## src/rtl/cmplx_sym_upsampler.sv

```systemverilog
// cmplx_sym_upsampler: QPSK symbol mapper emitting sps complex samples per symbol
module cmplx_sym_upsampler #(
    parameter int          sps  = 4,
    parameter logic [15:0] amp  = 16'h4000,
    parameter bit          hold = 1'b0
) (
    input  logic        clk,
    input  logic        rst,
    input  logic [1:0]  sym_i,
    input  logic        sym_valid_i,
    output logic        sym_ready_o,
    output logic [15:0] y_a_o,
    output logic [15:0] y_b_o,
    output logic        y_valid_o,
    input  logic        y_ready_i,
    output logic        underrun_o
);
    localparam int pw = sps > 1 ? $clog2(sps) : 1;
    localparam logic [pw-1:0] last = pw'(sps - 1);
    localparam logic [15:0] neg = ~amp + 16'd1;
    logic [pw-1:0] phase;
    logic [15:0]   s_a, s_b, m_a, m_b;
    logic          at_last, sym_acc, y_xfer;
    assign at_last     = phase == last;
    assign sym_ready_o = !y_valid_o | (y_ready_i & at_last);
    assign sym_acc     = sym_valid_i & sym_ready_o;
    assign y_xfer      = y_valid_o & y_ready_i;
    assign m_a         = sym_i[0] ? neg : amp;
    assign m_b         = sym_i[1] ? neg : amp;
    // output register, symbol register and phase counter advance on transfers
    always_ff @(posedge clk) begin
        if (rst) begin
            y_a_o      <= '0;
            y_b_o      <= '0;
            y_valid_o  <= 1'b0;
            underrun_o <= 1'b0;
            phase      <= '0;
            s_a        <= '0;
            s_b        <= '0;
        end else begin
            underrun_o <= 1'b0;
            if (sym_acc) begin
                y_a_o     <= m_a;
                y_b_o     <= m_b;
                s_a       <= m_a;
                s_b       <= m_b;
                y_valid_o <= 1'b1;
                phase     <= '0;
            end else if (y_xfer) begin
                if (at_last) begin
                    y_a_o      <= '0;
                    y_b_o      <= '0;
                    y_valid_o  <= 1'b0;
                    phase      <= '0;
                    underrun_o <= 1'b1;
                end else begin
                    y_a_o <= hold ? s_a : '0;
                    y_b_o <= hold ? s_b : '0;
                    phase <= phase + 1'b1;
                end
            end
        end
    end
endmodule

```

## config.mk

```make
export PLATFORM = sky130hd
export DESIGN_NAME = cmplx_sym_upsampler
export DESIGN_NICKNAME = d
export VERILOG_FILES = /design/src/rtl/cmplx_sym_upsampler.sv
export SDC_FILE = /design/constraint.sdc
export NUM_CORES = 1
export LEC_CHECK = 0
export CAP_MARGIN = 20
export CORE_AREA = 5 5 42 44
export DETAILED_ROUTE_END_ITERATION = 7
export DIE_AREA = 0 0 47 49
export DONT_BUFFER_PORTS = 1
export GPL_TIMING_DRIVEN = 0
export PLACE_DENSITY_LB_ADDON = 0.1
export SLEW_MARGIN = 20
export SYNTH_ARGS = -nofsm -noshare
export SYNTH_HDL_FRONTEND = slang
export SYNTH_SLANG_ARGS = --single-unit
export TNS_END_PERCENT = 5
```

## constraint.sdc

```tcl
create_clock -name clk -period 1.5 [get_ports clk]
set_input_delay 0.3 -clock clk [delete_from_list [all_inputs] [get_ports clk]]
set_output_delay 0.3 -clock clk [all_outputs]
set_load 0.03 [all_outputs]
```

==> out/qor.txt <==
Worst path required time -> 1.20 ns
Vias in the first global route -> 325
Final net count -> 100
CP Data Arrival Time -> 1.11 ns
Final setup fails -> 0
CP bufs+invs -> 1
Initial antenna violation count -> 0
Area growth syn-to-layout -> 31.42%
Yosys cell types -> 19
Routability congestion estimate -> 0.6850
Status -> completed
Worst path cell trace -> ha_1 -> a21boi_4 -> inv_2
Drt pass-1 iters -> 1
Mean Syn Cell Area -> 8.843 um^2
TritonCTS clock tree -> done
Fin crit period -> 1.410 ns
Fin crit share -> 94.00%
Leakage Power -> 0.0003855 uW
Worst Hold Class -> in -> reg
Worst flop-to-flop path startpoint -> phase[0]$_SDFFE_PP0N_
Final HPWL DP -> 777.9 um
Most frequent cells in the layout -> 31 x buf_4, 28 x conb_1, 6 x dfxtp_1
Delay-heaviest family, CP -> flip-flops
Mapped cell area -> 521.8 um^2
Setup crit end -> sym_ready_o
Synth warn -> 0
1st-iter DRT viols -> 0
Filler cell count -> 152
Reg clk slew, reported paths -> 0.05 ns
RSZ-0062 raised after global routing -> false
Die Y -> 49 um
Core area -> 1401 um^2
Routed WL -> 922 um
Achievable Freq -> 0.7092 GHz
Critical path depth -> 3
Max Cap Violations -> 0
Critical Path Sink Type -> output port
Worst vdd ir -> 0.5448 mV
Register area -> 141.4 um^2
Effective utilization at floorplan -> 37.23%
Synthesized instance count -> 59
Clock tree buffer depth -> 2
H-Tree Depth -> 1
Multi-input gate area -> 257.7 um^2
CTS Buf Count -> 3
Final hold slack -> 0.1132 ns
Global route total overflow -> 0
I/O pins -> 41
Sequential element share of the synthesized area -> 26.86%
Most common cell after layout, fill and taps aside -> buf_4
Ant diodes -> 0
Number of hold violations in the final report -> 0
Chip Width -> 47 um
Worst path max stage delay -> 0.32 ns
TNS Setup -> 0 ns
Clk Latency, worst-skew pair -> 0.24 ns
Die area -> 2303 um^2
Largest net degree at the start of global routing -> 8
Share of cells above drive strength 1 -> 43.48%
Reg2reg end -> y_b_o[15]$_SDFFE_PP0P_
CTS Root Cell -> clkbuf_4
DR vias/cell -> 3.537
GRT Util Overall -> 8.045%
Final Slew Violations -> 0
Crit-path slowest cell -> dfxtp_1
Wire per inst -> 8.537 um
Clock Skew -> 0.0003805 ns
Row count -> 14
Register-to-Register Path Depth -> 5
Crit Path Max Fanout -> 4
DRC viols -> 0
Routed Antenna Nets -> 0
IO Port Bufs -> 0
First-pass GRT wire length -> 1331 um
Total clock sinks -> 7
Crit path kind -> reg -> out
Vias -> 382
Launch point of the worst path -> phase[0]$_SDFFE_PP0N_
Startpoint Class -> flop
Number of synthesized register bits -> 7
Reg-to-reg setup timing slack -> 0.26 ns
P per Cell Area -> 845.6 nW/um^2
-- cell usage after synthesis, drive strengths merged --
cell type / number / area share, %
a21boi: 1 / 3.6
inv: 2 / 1.4
nor4b: 1 / 1.7
nor3b: 2 / 3.8
dfxtp: 7 / 27
nor2b: 1 / 1.2
buf: 29 / 42
a221oi: 1 / 2.9
nand3: 1 / 0.96
nor2: 3 / 2.2
conb: 1 / 0.72
a21oi: 2 / 1.9
o21ai: 1 / 0.96
nand2: 3 / 2.2
ha: 1 / 2.4
a31o: 1 / 1.7
a32o: 2 / 3.8
-- worst reg2reg max path, stage by stage (launching register included) --
cell	delay (ns)
dfxtp_1	0.35
ha_1	0.24
a21boi_4	0.08
buf_4	0.14
nor3b_2	0.22
a32o_1	0.15
-- repair_timing --
item | 4_1_cts | 5_1_grt
hold buffers | 0 | 0
pin swaps | 0 | 1
buffers inserted | 0 | 2
endpoints found under the setup margin | 1 | 1
resized for setup | 1 | 0
-- registers in the layout, summed over array words and instances (netlist names) --
signal	flops
y_a_o	2
phase	2
y_b_o	1
y_valid_o	1
underrun_o	1
-- stage by stage --
stage | worst slack, ns | instance area, um^2 | total power, uW | instances | utilization (%)
floorplan | 0.2200 | 623.1 | 402.9 | 86 | -
global placement | 0.1224 | 643.1 | 408.7 | 102 | 45.89
detailed placement | 0.1272 | 643.1 | 408.4 | 102 | 45.89
CTS | 0.02635 | 670.6 | 584.0 | 106 | 47.86
global route | 0.02060 | 685.7 | 622.0 | 108 | 48.93
finish | 0.08997 | 685.7 | 579.8 | 108 | 48.93
-- cells by family after synthesis --
group	synth area share, %
buffers and inverters	43.16
and+or+nand+nor	11.99
DFF	26.86
AOI/OAI and AO/OA	14.87
other	0.7187
adders and majority gates	2.398
-- area by class of cell --
type / count / area share (%)
inverters: 2 / 1.095
clock buffers: 4 / 3.832
flip-flops and latches: 7 / 20.62
plain buffers: 29 / 31.75
multi-input cells: 48 / 37.59
repair buffers: 2 / 2.190
well taps: 16 / 2.920
-- per-layer routing --
layer	wire, um	vias up	global-route usage [%]
met5	0	-	0
met4	4	0	6.912
met3	155	2	3.690
met2	431	23	10.41
met1	330	151	9.513
li1	-	206	-
-- power breakdown --
part / switching, uW / total, uW / leakage [uW] / internal [uW]
Combinational: 125 / 195 / 0.000313 / 70.5
Clock: 64.6 / 166 / 0.0000150 / 101
Sequential: 23.0 / 219 / 0.0000576 / 196
Total: 212 / 580 / 0.000385 / 367
-- worst min-delay path by stage --
stage,to,cells past startpoint,slack [ns],start
floorplan,phase[1]$_SDFFE_PP0N_,1,0.37,rst
global placement,phase[1]$_SDFFE_PP0N_,1,0.37,rst
detailed placement,phase[1]$_SDFFE_PP0N_,1,0.37,rst
CTS,phase[1]$_SDFFE_PP0N_,1,0.1,rst
global route,phase[1]$_SDFFE_PP0N_,1,0.09,rst
finish,y_valid_o$_SDFFE_PP0P_,1,0.11,rst
Power figures use the tool's default switching activity.
